## src/rtl/sensor_protocol_pkg.sv

```systemverilog
// sensor_protocol_pkg: framer state encoding, default response type codes and sensor command codes.
package sensor_protocol_pkg;
  typedef enum logic [1:0] {IDLE, TYPE, DATA, CHECK} state_t;
  localparam logic [7:0] STATUS_CODE_DEF = 8'h11;
  localparam logic [7:0] ERROR_CODE_DEF  = 8'hFF;
  localparam logic [7:0] CODE_BASE_DEF   = 8'h12;
  localparam int         MAX_CMD_DEF     = 8;
  localparam logic [7:0] CMD_STATE = 8'h00;
  localparam logic [7:0] CMD_S1    = 8'h01;
  localparam logic [7:0] CMD_S2    = 8'h02;
  localparam logic [7:0] CMD_S3    = 8'h03;
  localparam logic [7:0] CMD_S4    = 8'h04;
  localparam logic [7:0] CMD_S5    = 8'h05;
  localparam logic [7:0] CMD_S6    = 8'h06;
  localparam logic [7:0] CMD_S7    = 8'h07;
  localparam logic [7:0] CMD_S8    = 8'h08;
endpackage

```

## src/rtl/response_framer_if.sv

```systemverilog
// response_framer_if: request handshake and tx byte stream of the response framer.
interface response_framer_if #(parameter int DATA_BYTES = 1);
  logic                    request_valid;
  logic                    request_ready;
  logic [7:0]              request_cmd;
  logic [8*DATA_BYTES-1:0] request_data;
  logic                    tx_valid;
  logic                    tx_ready;
  logic [7:0]              tx_byte;
  logic                    busy;
  logic                    frame_done;
  modport master (
    output request_valid, request_cmd, request_data, tx_ready,
    input  request_ready, tx_valid, tx_byte, busy, frame_done
  );
  modport slave (
    input  request_valid, request_cmd, request_data, tx_ready,
    output request_ready, tx_valid, tx_byte, busy, frame_done
  );
endinterface

```

## src/rtl/response_code_map.sv

```systemverilog
// response_code_map: combinational command code to response type code mapping.
module response_code_map
  import sensor_protocol_pkg::*;
#(
  parameter int         MAX_CMD     = MAX_CMD_DEF,
  parameter logic [7:0] CODE_BASE   = CODE_BASE_DEF,
  parameter logic [7:0] STATUS_CODE = STATUS_CODE_DEF,
  parameter logic [7:0] ERROR_CODE  = ERROR_CODE_DEF
) (
  input  logic [7:0] i_cmd,
  output logic [7:0] o_code
);
  always_comb
    o_code = (i_cmd == CMD_STATE)     ? STATUS_CODE :
             (i_cmd <= 8'(MAX_CMD))   ? 8'(CODE_BASE + i_cmd - 8'd1) :
                                        ERROR_CODE;
endmodule

```

## src/rtl/response_framer.sv

```systemverilog
// response_framer: streams type byte, payload (MSB first) and, with RESPONSE_FRAMER_CHECKSUM_EN,
// an XOR checksum byte over a valid/ready byte interface.
module response_framer
  import sensor_protocol_pkg::*;
#(
  parameter int         DATA_BYTES  = 1,
  parameter int         MAX_CMD     = MAX_CMD_DEF,
  parameter logic [7:0] CODE_BASE   = CODE_BASE_DEF,
  parameter logic [7:0] STATUS_CODE = STATUS_CODE_DEF,
  parameter logic [7:0] ERROR_CODE  = ERROR_CODE_DEF
) (
  input logic          clock,
  input logic          reset,
  response_framer_if.slave bus
);
  localparam logic [2:0] LAST = 3'(DATA_BYTES - 1);
  state_t                  r_state;
  logic [8*DATA_BYTES-1:0] r_data;
  logic [2:0]              r_idx;
  logic [7:0]              r_byte;
  logic                    r_valid;
  logic                    r_busy;
  logic                    r_done;
  logic [7:0]              w_code;
  logic [7:0]              w_next;
  logic [7:0]              w_csum;
  logic                    w_accept;
  logic                    w_xfer;
  logic                    w_last;
  logic                    w_payload_end;
  response_code_map #(
    .MAX_CMD(MAX_CMD), .CODE_BASE(CODE_BASE), .STATUS_CODE(STATUS_CODE), .ERROR_CODE(ERROR_CODE)
  ) u_map (.i_cmd(bus.request_cmd), .o_code(w_code));
`ifdef RESPONSE_FRAMER_CHECKSUM_EN
  localparam bit CSUM_EN = 1'b1;
  logic [7:0] r_csum;
  // Running XOR of every byte loaded into tx_byte so far
  always_ff @(posedge clock or negedge reset)
    if (!reset) r_csum <= '0;
    else if (w_accept) r_csum <= w_code;
    else if (w_xfer && !w_last && !w_payload_end) r_csum <= r_csum ^ w_next;
  assign w_csum = r_csum;
`else
  localparam bit CSUM_EN = 1'b0;
  assign w_csum = 8'h00;
`endif
  assign w_accept          = bus.request_valid && bus.request_ready;
  assign w_xfer            = r_valid && bus.tx_ready;
  assign w_next            = r_data[8*DATA_BYTES-1 -: 8];
  assign w_payload_end     = (r_state == DATA) && (r_idx == LAST);
  assign w_last            = w_xfer && ((r_state == CHECK) || (w_payload_end && !CSUM_EN));
  assign bus.request_ready = (r_state == IDLE);
  assign bus.tx_valid      = r_valid;
  assign bus.tx_byte       = r_byte;
  assign bus.busy          = r_busy;
  assign bus.frame_done    = r_done;
  // Payload is shifted left per byte so the next outgoing byte is always the top one
  always_ff @(posedge clock or negedge reset) begin
    if (!reset) begin
      r_state <= IDLE;
      r_data  <= '0;
      r_idx   <= '0;
      r_byte  <= '0;
      r_valid <= 1'b0;
      r_busy  <= 1'b0;
      r_done  <= 1'b0;
    end else begin
      r_done <= 1'b0;
      if (w_accept) begin
        r_data  <= bus.request_data;
        r_byte  <= w_code;
        r_valid <= 1'b1;
        r_busy  <= 1'b1;
        r_idx   <= '0;
        r_state <= TYPE;
      end else if (w_last) begin
        r_state <= IDLE;
        r_valid <= 1'b0;
        r_busy  <= 1'b0;
        r_done  <= 1'b1;
        r_idx   <= '0;
      end else if (w_xfer && w_payload_end) begin
        r_byte  <= w_csum;
        r_state <= CHECK;
      end else if (w_xfer) begin
        r_byte  <= w_next;
        r_data  <= r_data << 8;
        r_idx   <= (r_state == DATA) ? r_idx + 3'd1 : 3'd0;
        r_state <= DATA;
      end
    end
  end
endmodule
```

## src/flat_wrapper.sv

```systemverilog
// flat-port wrapper written by rule: the top's interface ports become plain ports
module response_framer_flat import sensor_protocol_pkg::*;
#(
  parameter int         DATA_BYTES  = 1,
  parameter int         MAX_CMD     = MAX_CMD_DEF,
  parameter logic [7:0] CODE_BASE   = CODE_BASE_DEF,
  parameter logic [7:0] STATUS_CODE = STATUS_CODE_DEF,
  parameter logic [7:0] ERROR_CODE  = ERROR_CODE_DEF
)
  (clock, reset, bus_request_valid, bus_request_cmd, bus_request_data, bus_tx_ready, bus_request_ready, bus_tx_valid, bus_tx_byte, bus_busy, bus_frame_done);
  response_framer_if #(.DATA_BYTES(DATA_BYTES)) bus_i ();
  input logic clock;
  input logic reset;
  input wire logic [$bits(bus_i.request_valid)-1:0] bus_request_valid;
  input wire logic [$bits(bus_i.request_cmd)-1:0] bus_request_cmd;
  input wire logic [$bits(bus_i.request_data)-1:0] bus_request_data;
  input wire logic [$bits(bus_i.tx_ready)-1:0] bus_tx_ready;
  output wire logic [$bits(bus_i.request_ready)-1:0] bus_request_ready;
  output wire logic [$bits(bus_i.tx_valid)-1:0] bus_tx_valid;
  output wire logic [$bits(bus_i.tx_byte)-1:0] bus_tx_byte;
  output wire logic [$bits(bus_i.busy)-1:0] bus_busy;
  output wire logic [$bits(bus_i.frame_done)-1:0] bus_frame_done;
  assign bus_i.request_valid = bus_request_valid;
  assign bus_i.request_cmd = bus_request_cmd;
  assign bus_i.request_data = bus_request_data;
  assign bus_i.tx_ready = bus_tx_ready;
  assign bus_request_ready = bus_i.request_ready;
  assign bus_tx_valid = bus_i.tx_valid;
  assign bus_tx_byte = bus_i.tx_byte;
  assign bus_busy = bus_i.busy;
  assign bus_frame_done = bus_i.frame_done;
  response_framer #(.DATA_BYTES(DATA_BYTES), .MAX_CMD(MAX_CMD), .CODE_BASE(CODE_BASE), .STATUS_CODE(STATUS_CODE), .ERROR_CODE(ERROR_CODE)) u_core (.clock(clock), .reset(reset), .bus(bus_i));
endmodule
```

## config.mk

```make
export PLATFORM = sky130hd
export DESIGN_NAME = response_framer_flat
export DESIGN_NICKNAME = d
export VERILOG_FILES = /design/src/rtl/sensor_protocol_pkg.sv /design/src/rtl/response_framer_if.sv /design/src/rtl/response_code_map.sv /design/src/rtl/response_framer.sv /design/src/flat_wrapper.sv
export SDC_FILE = /design/constraint.sdc
export NUM_CORES = 1
export LEC_CHECK = 0
export CORE_MARGIN = 2
export CORE_UTILIZATION = 47
export CTS_CLUSTER_DIAMETER = 150
export DETAILED_ROUTE_END_ITERATION = 6
export HOLD_SLACK_MARGIN = 0.06
export PLACE_DENSITY_LB_ADDON = 0.15
export SETUP_SLACK_MARGIN = 0.2
export SLEW_MARGIN = 20
export SYNTH_ARGS = -nofsm -noshare
export SYNTH_HDL_FRONTEND = slang
export SYNTH_SLANG_ARGS = --single-unit
```

## constraint.sdc

```tcl
create_clock -name clock -period 1.9 [get_ports clock]
set_clock_uncertainty 0.15 [all_clocks]
set_input_delay 0.57 -clock clock [delete_from_list [all_inputs] [get_ports clock]]
set_output_delay 0.57 -clock clock [all_outputs]
set_load 0.01 [all_outputs]
```

== Word-level counts from Yosys, hierarchy flattened ==
Cells that the tools add are included.

* Add/sub/neg operators: 3
* Magnitude comparators: 1
* Eq/ne operators: 5
* Multiplexer cells: 23
* Reduce and logical (&&, ||, !) cells: 17

{| class="wikitable"
|+ Operators by type and width
! operator !! number
|-
| $mux W8 || 10
|-
| $mux W3 || 5
|-
| $add A5 B8 Y8 const A || 1
|-
| $le A8 B4 Y1 const B || 1
|-
| $logic_not A8 Y1 || 1
|-
| $mux W2 || 4
|-
| $sub A8 B1 Y8 const B || 1
|-
| $reduce_bool A3 Y1 || 2
|-
| $logic_and A1 B1 Y1 || 5
|-
| $eq A2 B2 Y1 const B || 2
|-
| $mux W1 || 4
|-
| $ne A2 B1 Y1 const B || 2
|-
| $reduce_and A2 Y1 || 2
|-
| $reduce_bool A2 Y1 || 2
|-
| $reduce_bool A4 Y1 || 1
|-
| $add A3 B1 Y3 const B || 1
|-
| $logic_not A3 Y1 || 1
|-
| $ne A3 B1 Y1 const B || 1
|-
| $reduce_and A3 Y1 || 1
|-
| $logic_not A2 Y1 || 1
|-
| $logic_or A1 B1 Y1 || 1
|}

* Bits in registers: 23
* Output and inout port bits: 12
* Logic and storage cells: 55

== Longest topological paths before layout ==
Gate-level depths: netlist (run 1).

* Depth after elaboration: 6
* Depth in mapped cells: 6

== Hierarchy ==
A second synthesis (run 1) with hierarchy kept.

* Cell total of the unflattened synthesis: 123
* Area total of the unflattened synthesis: 1,302.5 µm²

{| class="wikitable"
|+ By module, submodules not included
! module !! times used !! cells each !! area each (µm²)
|-
| response_framer || 1 || 99 || 1,152.4
|-
| response_code_map || 1 || 24 || 150.1
|}

== Worst setup path after synthesis (run 1) ==
OpenSTA, ideal clock, no wires.

* Path kind: input to register
* From: input port bus_request_cmd[7]
* To: register u_core.r_byte[2], in the netlist u_core.bus.tx_byte[2]
* Setup time: 0.135 ns
* Arrival: 1.456 ns
* Data required time: 1.615 ns
* Slack: 0.159 ns
* Cell stages on the path: 4
* Buffers on the path: 0
* Cell sequence: nor4_1 -> o221ai_1 -> o21ai_0 -> o21ai_1

* Longest elaborated chain between the ends: 4

{| class="wikitable"
|+ Ends and longest elaborated chain
! what !! line !! source
|-
| start, declared || flat_wrapper.sv:15 || <nowiki>input wire logic [$bits(bus_i.request_cmd)-1:0] bus_request_cmd;</nowiki>
|-
| $le A8 B4 Y1 || response_code_map.sv:15 || <nowiki>(i_cmd <= 8'(MAX_CMD)) ? 8'(CODE_BASE + i_cmd - 8'd1) :</nowiki>
|-
| $mux W8 || response_code_map.sv:15 ||
|-
| $mux W8 * || response_code_map.sv:14 || <nowiki>o_code = (i_cmd == CMD_STATE) ? STATUS_CODE :</nowiki>
|-
| $mux W8 * || response_framer.sv:69 || <nowiki>if (w_accept) begin</nowiki>
|-
| end signal, assigned || response_framer.sv:71 || <nowiki>r_byte <= w_code;</nowiki>
|-
| end signal, assigned || response_framer.sv:83 || <nowiki>r_byte <= w_csum;</nowiki>
|-
| end signal, assigned || response_framer.sv:86 || <nowiki>r_byte <= w_next;</nowiki>
|-
| end, declared || response_framer.sv:20 || <nowiki>logic [7:0] r_byte;</nowiki>
|}

Every way passes the cells marked *; elsewhere a longest branch is shown, timed or not.
A chain may end at the register's enable or synchronous reset.

== Worst setup path after layout (run 1) ==
* From: register u_core.r_state[0]
* To: output port bus_request_ready

* Longest elaborated chain between the ends: 1

{| class="wikitable"
|+ Ends and longest elaborated chain
! what !! line !! source
|-
| start, declared || response_framer.sv:17 || <nowiki>state_t r_state;</nowiki>
|-
| start signal, assigned || response_framer.sv:60 || <nowiki>r_state <= IDLE;</nowiki>
|-
| start signal, assigned || response_framer.sv:75 || <nowiki>r_state <= TYPE;</nowiki>
|-
| start signal, assigned || response_framer.sv:77 || <nowiki>r_state <= IDLE;</nowiki>
|-
| $logic_not A2 Y1 || response_framer.sv:52 || <nowiki>assign bus.request_ready = (r_state == IDLE);</nowiki>
|-
| end, declared || flat_wrapper.sv:18 || <nowiki>output wire logic [$bits(bus_i.request_ready)-1:0] bus_request_ready;</nowiki>
|}

Every way passes these cells.

==> reports/qor.csv, run 1 <==
metric,value,unit
slew_headroom,78.9,%
combPwrFrac,14.0,%
critPathKind,reg -> out,
pre_cts_ws,-320,ps
vias,1141,
synth.avg_cell_area,9.70,um^2
htree_levels,1,
final_nets,209,
period_needed,1760,ps
syn-num-nets,149,
status,completed,
fp.dieW,54.8,um
cpMaxStageDelayCell,dfrtp_1,
worstHoldPathType,reg -> reg,
finalSetupViolCount,0,
core_area,2450,um^2
antenna_found_initial,0,
numCtsBuffers,3,
r2r_cells,6,
rows,18,
critPathArrivalTime,1040,ps
nFillCells,186,
cts_sinks,23,
ant_nets,0,
pwr_density_cell,475,nW/um^2
cts_hold_buf,0,
yosysTopAreaCellShare,47.5,%
final_util,75.6,%
final.setup.tns,0,ps
start_kind,flip-flop,
drt-initial-drc-count,14,
endpoint,bus_request_ready,
final_hold_viol_count,0,
p_sw,227,uW
grt_pass1_vias,1178,
overflow,0,
post-route-period-util,92.5,%
seq_area_frac_synth,47.5,%
power_frac_seq,58.3,%
slowest_delay,420,ps
gp_congestion,0.760,
yosysWarnings,0,
peakVddDrop,0.391,mV
cp_max_fo,2,
reg2reg_from,u_core.r_state[1],
synth_edf_count,0,
start_util,49.4,%
synthesis.area,1210,um^2
synth_commonest_cells,"26 x nand2_1, 23 x dfrtp_1, 15 x o21ai_0",
grt_start_max_net_pins,24,
global_route.usage.total,23.6,%
drive_above_1_share,39.7,%
slew_viol_final,0,
syn2layout_area_growth,53.0,%
r2r_setup_slack,150,ps
cts_tree,built,
whs,377,ps
ys.flop_type,dfrtp_1,
vias_per_cell,5.33,
drt-total-wl,3110,um
clock.fmax,0.569,GHz
ys_ff_latch,23,
leakage,0.873,nW
synthTopCellsByArea,"dfrtp_1 47%, nand2_1 8.0%, o21ai_0 6.2%, ha_1 4.1%, mux2i_1 4.1%",
cp-end-kind,primary output,
first_pass_iters,4,
synthCells,125,
final_area,1860,um^2
grt_pass1_wl,5020,um
tightest_slew,317,ps
root_buffer,clkbuf_4,
synth_most_common_cell,nand2_1,
clk_pin_slew,140,ps
yosysTopAreaCell,dfrtp_1,
p_int,654,uW
maxCapViolations,0,
rsz0062_at_grt,true,
synth.distinct_cells,34,
n_antenna_cell,0,
die_area,3000,um^2
num_io_pins,32,
postPlaceCellArea,1680,um^2
routedWlPerCell,14.5,um
clk-insertion-delay-late,330,ps
crit_start,u_core.r_state[0],
swShare,25.8,%
cts_buffer_depth,2,
hpwlAfterDp,1990,um
finalWorstSetupSlack,143,ps
synthArstFlopShare,100,%
rr_endpoint,u_core.bus.tx_byte[0],
die_h,54.8,um
io_buffers,31,
clkPwrFrac,27.7,%
worstPathCellList,nor2_2 > buf_2,
required,1180,ps
drc,0,
==> cell type report <==
type                    count  area [um^2]  share of cell area, %
repair buffers             61          531                   28.6
inverters                   7         26.3                   1.42
clock buffers               3         22.5                   1.21
flip-flops and latches     23          576                   31.0
multi-input cells          89          658                   35.5
well taps                  30         37.5                   2.02
clock inverters             1         5.00                  0.270
==> per-stage QoR <==
stage | std cells | power [mW]
finish | 214 | 0.881
global route | 214 | 0.914
CTS | 211 | 0.870
detailed placement | 201 | 0.638
global placement | 201 | 0.634
floorplan | 125 | 0.556
==> worst min-delay path by stage <==
stage | start | endpoint | slack [ps] | cells past startpoint
after floorplan | reset | u_core.bus.frame_done | 120 | 0
after global placement | u_core.bus.tx_byte[4] | u_core.bus.tx_byte[4] | 330 | 2
after detailed placement | u_core.bus.tx_byte[4] | u_core.bus.tx_byte[4] | 340 | 2
after CTS | u_core.bus.tx_byte[4] | u_core.bus.tx_byte[4] | 370 | 2
after global routing | u_core.bus.tx_byte[4] | u_core.bus.tx_byte[4] | 410 | 2
final | u_core.bus.tx_byte[4] | u_core.bus.tx_byte[4] | 380 | 2
==> registers in the layout, summed over array words and instances (netlist names) <==
name / cells
u_core.r_data: 8
u_core.bus.frame_done: 1
u_core.bus.tx_valid: 1
u_core.r_idx: 3
u_core.r_state: 2
u_core.bus.tx_byte: 8
==> power groups by stage <==
stage / clock network [mW] / registers (mW) / logic (mW)
2_1_floorplan: 0 / 0.524 / 0.0317
3_3_place_gp: 0 / 0.523 / 0.111
3_5_place_dp: 0 / 0.523 / 0.115
4_1_cts: 0.237 / 0.514 / 0.119
5_1_grt: 0.263 / 0.516 / 0.136
6_report: 0.244 / 0.514 / 0.123
==> kinds of logic (layout without fill, tap and decap cells) <==
kind of cell	Yosys count	in the layout	share of synthesized area [%]
AND/OR/NAND/NOR	45	45	17.2
AO/OA/AOI/OAI	33	33	18.4
flip-flops	23	23	47.5
buffers and inverters	13	72	7.02
multiplexers	6	6	5.06
adder cells (fa/ha/maj)	4	4	4.13
XOR/XNOR	1	1	0.723
==> worst max-delay path, delay by kind of cell (launching register included) <==
family        cells  cell delay [ps]
simple gates      1              150
flops             1              420
buf+inv           1              150
==> per-layer routing <==
metal / global-route usage (%) / share of wire, %
met3: 2.73 / 5.3
met1: 27.6 / 43
met4: 14.2 / 1.5
met5: 0 / 0
met2: 40.9 / 50
==> what timing repair did <==
action	4_1_cts	5_1_grt
buffers inserted	5	3
pin swaps	7	11
setup endpoints to repair	23	31
gates cloned	1	0
resized for setup	37	44
==> layout by cell type, fill, tap and decap left out, types with 5 or more instances in the layout <==
master	n
buf_4	23
clkbuf_2	11
clkdlybuf4s50_1	13
dfrtp_1	23
inv_1	7
mux2i_1	5
nand2_1	23
nor2_1	6
o21ai_0	6
o21ai_1	6
o21ai_2	5
Power figures use the tool's default switching activity.
==> run 2: changes to the inputs <==
--- a/config.mk
+++ b/config.mk
@@ -16,3 +16,4 @@
 export SYNTH_ARGS = -nofsm -noshare
 export SYNTH_HDL_FRONTEND = slang
 export SYNTH_SLANG_ARGS = --single-unit
+export TNS_END_PERCENT = 5
==> reports/qor.csv, run 2 (synthesis results as in run 1) <==
metric,value,unit
status,completed,
num_io_pins,32,
slowest_delay,410,ps
routedWlPerCell,14.1,um
r2r_setup_slack,120,ps
cp-end-kind,flip-flop,
critPathKind,reg -> reg,
whs,359,ps
cts_tree,built,
io_buffers,31,
cp_max_fo,7,
final.setup.tns,0,ps
maxCapViolations,0,
antenna_found_initial,0,
drc,0,
cts_hold_buf,0,
finalSetupViolCount,0,
vias_per_cell,5.34,
syn2layout_area_growth,49.0,%
drt-total-wl,2940,um
cts_buffer_depth,2,
final_nets,203,
hpwlAfterDp,1990,um
worstPathCellList,buf_4 > nor2b_4 > a221oi_4 > buf_12 > mux2i_1 > o21ai_1,
overflow,0,
grt_start_max_net_pins,24,
grt_pass1_wl,4400,um
final_area,1810,um^2
critPathArrivalTime,1840,ps
worstHoldPathType,reg -> reg,
die_area,3000,um^2
first_pass_iters,4,
final_util,73.6,%
die_h,54.8,um
clock.fmax,0.563,GHz
period_needed,1780,ps
ant_nets,0,
clk_pin_slew,130,ps
clk-insertion-delay-late,310,ps
worst-path-buf-inv,2,
final_hold_viol_count,0,
vias,1111,
peakVddDrop,0.383,mV
required,1960,ps
start_util,49.4,%
drt-initial-drc-count,20,
slew_viol_final,0,
rows,18,
drive_above_1_share,28.7,%
cpMaxStageDelayCell,dfrtp_1,
nFillCells,189,
rsz0062_at_grt,true,
start_kind,flip-flop,
stdcell_count,208,
gp_congestion,0.760,
postPlaceCellArea,1680,um^2
tightest_slew,338,ps
pwr_density_cell,481,nW/um^2
numCtsBuffers,3,
n_antenna_cell,0,
htree_levels,1,
core_area,2450,um^2
grt_pass1_vias,1065,
post-route-period-util,93.5,%
leakage,0.851,nW
slew_headroom,77.3,%
dp.cells,201,
root_buffer,clkbuf_4,
critPathTopFamily,compound AO/OA/AOI/OAI gates,
global_route.usage.total,20.5,%
cts_sinks,23,
fp.dieW,54.8,um
most-common-layout-cells,"23 x nand2_1, 23 x dfrtp_1, 22 x buf_4, 16 x clkdlybuf4s50_1, 13 x o21ai_0",
## run 2: final timing paths
path,startpoint,to,depth (start not counted)
setup reg to reg,u_core.r_state[1],u_core.bus.tx_byte[0],6
hold / removal,u_core.bus.tx_byte[4],u_core.bus.tx_byte[4],2
max in group asynchronous,reset,u_core.r_data[1],2
hold reg to reg,u_core.bus.tx_byte[4],u_core.bus.tx_byte[4],2
setup / recovery,u_core.r_state[1],u_core.bus.tx_byte[0],6
min in group asynchronous,reset,u_core.bus.frame_done,2
## run 2: metrics by stage
stage               total power, mW  setup slack, ps
global route                  0.912             53.1
floorplan                     0.556              209
global placement              0.634             -246
detailed placement            0.638             -320
finish                        0.869              123
CTS                           0.862             16.9
## run 2: cell type report
type                    count  area [um^2]  area share [%]
clock buffers               3         22.5            1.25
clock inverters             1         5.00           0.277
inverters                   7         26.3            1.45
multi-input cells          89          631            34.9
flip-flops and latches     23          576            31.9
well taps                  30         37.5            2.08
repair buffers             55          509            28.2
## run 2: per-layer routing
| metal | global-route usage (%) | vias to the layer above | wire length, um |
|---|---|---|---|
| met1 | 25.8 | 536 | 1250 |
| met2 | 34.5 | 35 | 1480 |
| li1 | - | 534 | - |
| met5 | 0 | - | 0 |
| met3 | 3.28 | 6 | 162 |
| met4 | 8.33 | 0 | 43 |
## run 2: power breakdown
group,internal [mW],total [mW],leakage (nW),switching [mW]
Clock,0.0788,0.235,0.0177,0.156
Sequential,0.505,0.514,0.294,0.00887
Combinational,0.0688,0.121,0.539,0.0521
Total,0.653,0.869,0.851,0.217
## run 2: worst reg2reg max path: stages, from the launching register on
cell and delay (ps):
dfrtp_1 410, buf_4 170, nor2b_4 140, a221oi_4 340, buf_12 180, mux2i_1 200
o21ai_1 80
## run 2: timing repair
| item | 4_1_cts | 5_1_grt |
|---|---|---|
| endpoints found under the setup margin | 23 | 30 |
| pin swaps | 0 | 6 |
| buffers inserted | 1 | 1 |
| gates resized for setup | 12 | 24 |
| gates cloned | 0 | 1 |
==> run 3: changes to the inputs <==
--- a/config.mk
+++ b/config.mk
@@ -5,9 +5,8 @@
 export SDC_FILE = /design/constraint.sdc
 export NUM_CORES = 1
 export LEC_CHECK = 0
-export CORE_MARGIN = 2
 export CORE_UTILIZATION = 47
-export CTS_CLUSTER_DIAMETER = 150
+export CTS_CLUSTER_DIAMETER = 50
 export DETAILED_ROUTE_END_ITERATION = 6
 export HOLD_SLACK_MARGIN = 0.06
 export PLACE_DENSITY_LB_ADDON = 0.15
==> reports/qor.csv, run 3 (synthesis results as in run 1) <==
metric,value,unit
status,completed,
num_io_pins,32,
root_buffer,clkbuf_4,
cp_max_fo,2,
peakVddDrop,0.362,mV
vias_per_cell,5.34,
p_sw,225,uW
rows,18,
p_int,655,uW
clk_pin_slew,140,ps
start_kind,flip-flop,
die_area,2790,um^2
core_area,2450,um^2
cts_buffer_depth,2,
maxCapViolations,0,
routedWlPerCell,14.4,um
cts_tree,built,
overflow,0,
cts_sinks,23,
power_frac_seq,58.5,%
required,1180,ps
clk-insertion-delay-late,320,ps
htree_levels,1,
grt_pass1_wl,4800,um
critPathKind,reg -> out,
pwr_density_cell,481,nW/um^2
critPathArrivalTime,1040,ps
leakage,0.837,nW
fp.dieW,52.8,um
clock.fmax,0.567,GHz
first_pass_iters,4,
ant_nets,0,
power,879,uW
syn2layout_area_growth,50.8,%
clkPwrFrac,27.4,%
drt-total-wl,3030,um
post-route-period-util,92.8,%
final_nets,205,
nFillCells,194,
hpwlAfterDp,2080,um
final_hold_viol_count,0,
grt_start_max_net_pins,24,
io_buffers,31,
swShare,25.6,%
drt-initial-drc-count,18,
period_needed,1760,ps
grt_pass1_vias,1136,
rsz0062_at_grt,true,
whs,379,ps
worstHoldPathType,reg -> reg,
numCtsBuffers,3,
drc,0,
vias,1122,
n_antenna_cell,0,
seq_area,577,um^2
cp-end-kind,primary output,
drive_above_1_share,28.9,%
antenna_found_initial,0,
finalSetupViolCount,0,
slew_headroom,75.3,%
tightest_slew,367,ps
slew_viol_final,0,
combPwrFrac,14.1,%
die_h,52.8,um
start_util,49.4,%
final_common_cell,nand2_1,
most-common-layout-cells,"24 x nand2_1, 22 x buf_4, 22 x dfrtp_1, 16 x clkdlybuf4s50_1, 13 x o21ai_0",
global_route.usage.total,24.0,%
multi_input_area,633,um^2
final_util,74.5,%
gp_congestion,0.756,
## run 3: stage by stage
stage          instances  instance area, um^2  TNS (ps)  setup slack, ps
3_5_place_dp         199                 1660     -3570             -371
6_report             210                 1830         0              137
3_3_place_gp         199                 1660     -2730             -248
2_1_floorplan        125                 1220         0              209
5_1_grt              210                 1830         0             70.5
4_1_cts              208                 1780         0              166
## run 3: power by group through the flow
stage | Combinational, mW | Sequential, mW | Clock [mW]
5_1_grt | 0.136 | 0.516 | 0.263
4_1_cts | 0.120 | 0.514 | 0.242
3_5_place_dp | 0.116 | 0.524 | 0
2_1_floorplan | 0.0317 | 0.524 | 0
6_report | 0.124 | 0.515 | 0.241
3_3_place_gp | 0.111 | 0.523 | 0
## run 3: final cells by class
type / count / area share, %
Multi-Input combinational cell: 89 / 34.6
Sequential cell: 23 / 31.6
Timing Repair Buffer: 57 / 28.8
Tap cell: 30 / 2.05
Inverter: 7 / 1.44
Clock buffer: 3 / 1.23
Clock inverter: 1 / 0.274
## run 3: worst max-delay path, stage by stage, from the launching register on
cell and delay, ps:
dfrtp_1 430, nor2_2 150, buf_2 150
## run 3: worst paths after layout
path                                   start               endpoint  slack [ps]  cells past startpoint
min in group asynchronous              reset  u_core.bus.frame_done         440                      2
setup / recovery           u_core.r_state[1]      bus_request_ready         140                      2
max in group asynchronous              reset    u_core.bus.tx_valid         910                      2
setup reg to reg           u_core.r_state[1]       u_core.r_data[5]         150                      7
hold reg to reg             u_core.r_data[6]  u_core.bus.tx_byte[6]         380                      2
hold / removal              u_core.r_data[6]  u_core.bus.tx_byte[6]         380                      2
## run 3: routing by layer
| metal | routed length (um) | track usage (%) | share of wire, % |
|---|---|---|---|
| met4 | 30 | 7.89 | 0.99 |
| met3 | 127 | 4.06 | 4.2 |
| met5 | 0 | 0 | 0 |
| met2 | 1560 | 42.2 | 51 |
| met1 | 1320 | 29.2 | 43 |
## run 3: repair_timing
| action | 4_1_cts | 5_1_grt |
|---|---|---|
| setup buffers | 4 | 2 |
| hold buffers | 0 | 0 |
| cloned | 1 | 0 |
| setup endpoints to repair | 23 | 29 |
| pin swaps | 2 | 2 |
| resized for setup | 34 | 7 |
==> edit 1 (flow settings as in run 2) <==
Set the localparam `CSUM_EN` to 1'b1 (it was 1'b0).
--- a/src/rtl/response_framer.sv
+++ b/src/rtl/response_framer.sv
@@ -41,7 +41,7 @@
     else if (w_xfer && !w_last && !w_payload_end) r_csum <= r_csum ^ w_next;
   assign w_csum = r_csum;
 `else
-  localparam bit CSUM_EN = 1'b0;
+  localparam bit CSUM_EN = 1'b1;
   assign w_csum = 8'h00;
 `endif
   assign w_accept          = bus.request_valid && bus.request_ready;
Check against the original RTL: not equivalent (Yosys sat finds a counterexample within 4 cycles, from zero or initial values and one cycle with reset low).
==> edit 1 against run 2 <==
- synthesized cell count decreased by 5.6%
- global-route usage up 2.6 points
- setup slack worse by 0.044 ns
- synthesized area down 2.4%
- sequential share of layout area rose by 0.61 points
- core utilization shrank 0.71 points
- cell area is 1.9% lower
- wire length rose by 3.4%
- sequential cell count stayed put
- critical path type unchanged
Power is left out: it rests on default switching activity, and per cell area and clock period it moved more than threefold.
==> edit 1: results <==
metrics = {
    "layout": {
        "multi_input_area_share": 0.339,
        "buffers": 57,
        "nets": 198,
        "drive_gt1_frac": 0.283,
        "area_delta_synth_final_pct": 49.8,
        "nFillCells": 179,
        "nNonClkInverters": 8,
        "multi_input_cells": 81,
        "clk_share": 0.0155,
    },
    "synth": {
        "synth_area_leaders": "dfrtp_1, a22o_1, nand2_1, ha_1, a2bb2oi_1",
        "syn_nets": 142,
        "synthAdderAreaFrac": 0.0423,
        "syn-cell-area_um2": 1180,
        "synth.top_cells.by_count": "dfrtp_1, nand2_1, a22o_1, inv_1",
        "yosys-mux-area-fraction": 0.0169,
        "synth_compound_area_frac": 0.206,
    },
    "global_routing": {
        "grt_pass1_vias": 1047,
        "grt_pass1_wl_um": 4770,
        "grtUsageMet2": 0.420,
        "use_met3": 0.0278,
        "use_met1": 0.277,
        "groute.usage.overall": 0.230,
    },
    "placement": {
        "hpwl_um": 2210,
        "dpl_cell_area_um2": 1680,
        "gp_congestion": 0.812,
    },
    "routing": {
        "drtIter0Drc": 30,
        "met1_length_um": 1220,
        "wl_met3_um": 157,
        "wl_um": 3040,
    },
    "worst_setup_path": {
        "r2r-end": "u_core.bus.tx_byte[5]$_DFFE_PN0P_",
        "r2r_setup_slack_ns": 0.08,
        "critPathArrivalTime_ns": 1.89,
        "crit_fanout": 5,
    },
    "sta": {
        "maxSlewHeadroom": 0.795,
    },
    "worst_hold_path": {
        "hold_path_depth": 1,
        "min_to": "u_core.r_data[7]$_DFFE_PN0P_",
    },
    "status": {
        "outcome": "finished, final reports clean",
    },
}
==> edit 1: how the worst max path moves through the flow <==
stage	startpoint	endpoint	slack, ns
6_report	u_core.bus.tx_valid$_DFFE_PN0N_	u_core.bus.tx_byte[5]$_DFFE_PN0P_	0.08
5_1_grt	u_core.bus.tx_valid$_DFFE_PN0N_	u_core.bus.tx_byte[5]$_DFFE_PN0P_	0.04
4_1_cts	u_core.bus.tx_valid$_DFFE_PN0N_	u_core.bus.tx_byte[7]$_DFFE_PN0P_	0.09
3_5_place_dp	bus_request_cmd[0]	u_core.bus.tx_byte[7]$_DFFE_PN0P_	-0.44
3_3_place_gp	bus_tx_ready	u_core.bus.tx_byte[5]$_DFFE_PN0P_	-0.33
2_1_floorplan	bus_tx_ready	u_core.bus.tx_byte[4]$_DFFE_PN0P_	0.03
==> edit 1: repair_timing <==
item,CTS,global route
setup buffers,2,0
setup endpoints to repair,31,29
gates cloned,0,0
resized for setup,42,5
endpoints found under the hold margin,0,0
pin swaps,9,4
hold buffers,0,0
==> edit 1: cell families after synthesis <==
logic type                 count (synthesis)
and+or+nand+nor                           41
DFF                                       23
buffers and inverters                     14
muxes                                      2
xor gates and xnor gates                   1
adders and majority gates                  4
AOI/OAI and AO/OA                         33
==> edit 1: metrics by stage <==
stage          cells  setup WS [ns]  hold slack, ns   util
2_1_floorplan    118         0.0252           0.124      -
3_3_place_gp     197         -0.332           0.334  0.692
3_5_place_dp     197         -0.436           0.332  0.692
4_1_cts          203         0.0898           0.369  0.722
5_1_grt          203         0.0378           0.393  0.729
6_report         203         0.0790           0.367  0.729
==> edit 1: worst max-delay path, delay by kind of cell (launching register included) <==
kind	cells	cell delay, ns
buffers and inverters	3	0.44
AOI/OAI and AO/OA	2	0.32
and+or+nand+nor	2	0.40
DFF	1	0.41
==> edit 2 (settings of run 2) <==
Made on the original files. The 4 states of `state_t` get a one-hot encoding in 4 bits.
--- a/src/rtl/sensor_protocol_pkg.sv
+++ b/src/rtl/sensor_protocol_pkg.sv
@@ -1,6 +1,6 @@
 // sensor_protocol_pkg: framer state encoding, default response type codes and sensor command codes.
 package sensor_protocol_pkg;
-  typedef enum logic [1:0] {IDLE, TYPE, DATA, CHECK} state_t;
+  typedef enum logic [3:0] {IDLE = 4'b0001, TYPE = 4'b0010, DATA = 4'b0100, CHECK = 4'b1000} state_t;
   localparam logic [7:0] STATUS_CODE_DEF = 8'h11;
   localparam logic [7:0] ERROR_CODE_DEF  = 8'hFF;
   localparam logic [7:0] CODE_BASE_DEF   = 8'h12;
Formal check against the unedited RTL: same outputs for any inputs over 10 cycles, from zero or initial values and one cycle with reset low; not proved beyond that.
==> edit 2 against run 2 <==
- the flow now finishes with violations (setup timing)
- count of clock-buffer cells in the layout did not move
- non-clock buffer count rose by 8
- synthesized area rose by 6.7%
- clock power rose by 7%
- critical path depth fell by 4
- die area rose by 6.2%
- wire length rose by 11%
- cell area rose by 15%
- final cell count fell by 0.96%
- setup slack got worse by 0.20 ns
- sequential cell count rose by 2
- power fell by 0.56%
- critical path type is now reg -> out
- largest power group unchanged
==> edit 2: results <==
metrics = {
    "status": {
        "outcome": "finished, violations left",
        "violations": "setup timing",
    },
    "sta": {
        "setup_violations": 1,
        "worst_pin_slew_ns": 0.317,
        "setup_slack_ns": -0.0728,
    },
    "synth": {
        "ys_seq_area_frac": 0.485,
        "yosysUniqueCellTypes": 41,
        "syn_nets": 136,
        "synth_area_leaders": "dfrtp_1, a22o_1, mux2_4, ha_1, o2bb2ai_1",
        "synth.top_cells.by_count": "dfrtp_1, a22o_1, nand2_1",
        "synth_warnings": 0,
    },
    "routing": {
        "drtIter0Drc": 39,
        "wl_um": 3260,
        "vias": 1134,
    },
    "pwr": {
        "ir_drop_mv": 0.466,
        "leakage_nw": 0.953,
    },
    "worst_setup_path": {
        "crit_fanout": 2,
        "r2r-end": "u_core.bus.tx_byte[6]$_DFFE_PN0P_",
        "ff2ff_path_depth": 5,
        "r2r_setup_slack_ns": 0.02,
        "max_stage_delay_ns": 0.56,
        "path_delay_family": "flip-flops",
        "cpMaxStageDelayCell": "dfstp_2",
        "r2r_start": "u_core.r_state[2]$_DFFE_PN0P_",
        "critPathArrivalTime_ns": 1.25,
    },
    "global_routing": {
        "grt_pass1_wl_um": 5290,
        "groute.usage.overall": 0.213,
        "grt_pass1_vias": 1154,
        "grt_max_degree": 26,
    },
    "clocking": {
        "cts_made_buffers": 3,
        "cts_resized": 66,
        "clk_latency_ns": 0.33,
        "post_cts.repair.setup_buffers": 4,
    },
    "placement": {
        "dpl_cell_area_um2": 1840,
        "dp_slack_ns": -0.575,
        "hpwl_um": 2310,
        "gp_congestion": 0.901,
    },
    "worst_hold_path": {
        "min-delay-start": "u_core.r_data[4]$_DFFE_PN0P_",
        "hold_class": "reg -> reg",
        "min_to": "u_core.r_data[4]$_DFFE_PN0P_",
        "hold_path_depth": 1,
    },
    "layout": {
        "nets": 200,
        "drive_gt1_frac": 0.423,
    },
}
[edit 2: cell count changes in the layout (fill, tap and decap cells not counted), sizes merged, moves of 4 or more]
cell / delta
mux2i: -5
clkdlybuf4s15: +11
dlygate4sd2: -7
mux2: +4
a22o: +8
buf: +11
nand2: -18
o2bb2ai: +4
o21ai: -12
[edit 2: worst max path at each step]
stage                                       start                                end  slack (ns)  cells after the start
finish              u_core.r_state[0]$_DFFE_PN1P_                  bus_request_ready       -0.07                      2
global route        u_core.r_state[0]$_DFFE_PN1P_                  bus_request_ready       -0.15                      2
CTS                 u_core.r_state[0]$_DFFE_PN1P_                  bus_request_ready       -0.08                      2
detailed placement             bus_request_cmd[7]  u_core.bus.tx_byte[6]$_DFFE_PN0P_       -0.57                      5
global placement               bus_request_cmd[7]  u_core.bus.tx_byte[3]$_DFFE_PN0P_       -0.49                      5
floorplan                      bus_request_cmd[7]  u_core.bus.tx_byte[3]$_DFFE_PN0P_       -0.03                      4
[edit 2: per-layer routing]
metal | up-vias | track usage | routed length [um]
met1 | 540 | 0.293 | 1490
met5 | - | 0 | 0
met2 | 39 | 0.341 | 1530
met3 | 7 | 0.0276 | 168
li1 | 548 | - | -
met4 | 0 | 0.0816 | 68
[edit 2: cells by family after synthesis]
kind of cell | count (synthesis) | share of synthesized area
multiplexers | 5 | 0.0580
buffers and inverters | 8 | 0.0280
AND/OR/NAND/NOR | 33 | 0.160
flip-flops | 25 | 0.485
XOR/XNOR | 1 | 0.00677
adder cells (fa/ha/maj) | 5 | 0.0464
AO/OA/AOI/OAI | 35 | 0.217
[edit 2: power groups by stage]
stage / Combinational, mW / Clock [mW] / Sequential [mW]
floorplan: 0.0148 / 0 / 0.542
global placement: 0.0761 / 0 / 0.542
detailed placement: 0.0779 / 0 / 0.542
CTS: 0.0797 / 0.257 / 0.532
global route: 0.0887 / 0.285 / 0.533
finish: 0.0807 / 0.252 / 0.532
[edit 2: worst reg2reg max path: stages (launching register included)]
cell and delay (ns):
dfrtp_1 0.45, buf_6 0.15, and4bb_1 0.21, o21a_1 0.21
o21ai_4 0.28, mux2_4 0.34
[edit 2: per-stage QoR]
step | std cells | setup TNS [ns] | hold WS (ns)
after CTS | 206 | -0.0764 | 0.376
after detailed placement | 198 | -4.88 | 0.336
after global routing | 206 | -0.227 | 0.396
after global placement | 198 | -4.38 | 0.341
after floorplan | 112 | -0.137 | 0.124
final | 206 | -0.0728 | 0.376
[edit 2: area by class of cell]
type | count | area [um2]
multi-input combinational | 79 | 791
sequential | 25 | 627
fill | 177 | 602
timing repair buffer | 63 | 583
tap | 31 | 38.8
clock buffer | 3 | 22.5
inverter | 4 | 15.0
clock inverter | 1 | 7.51
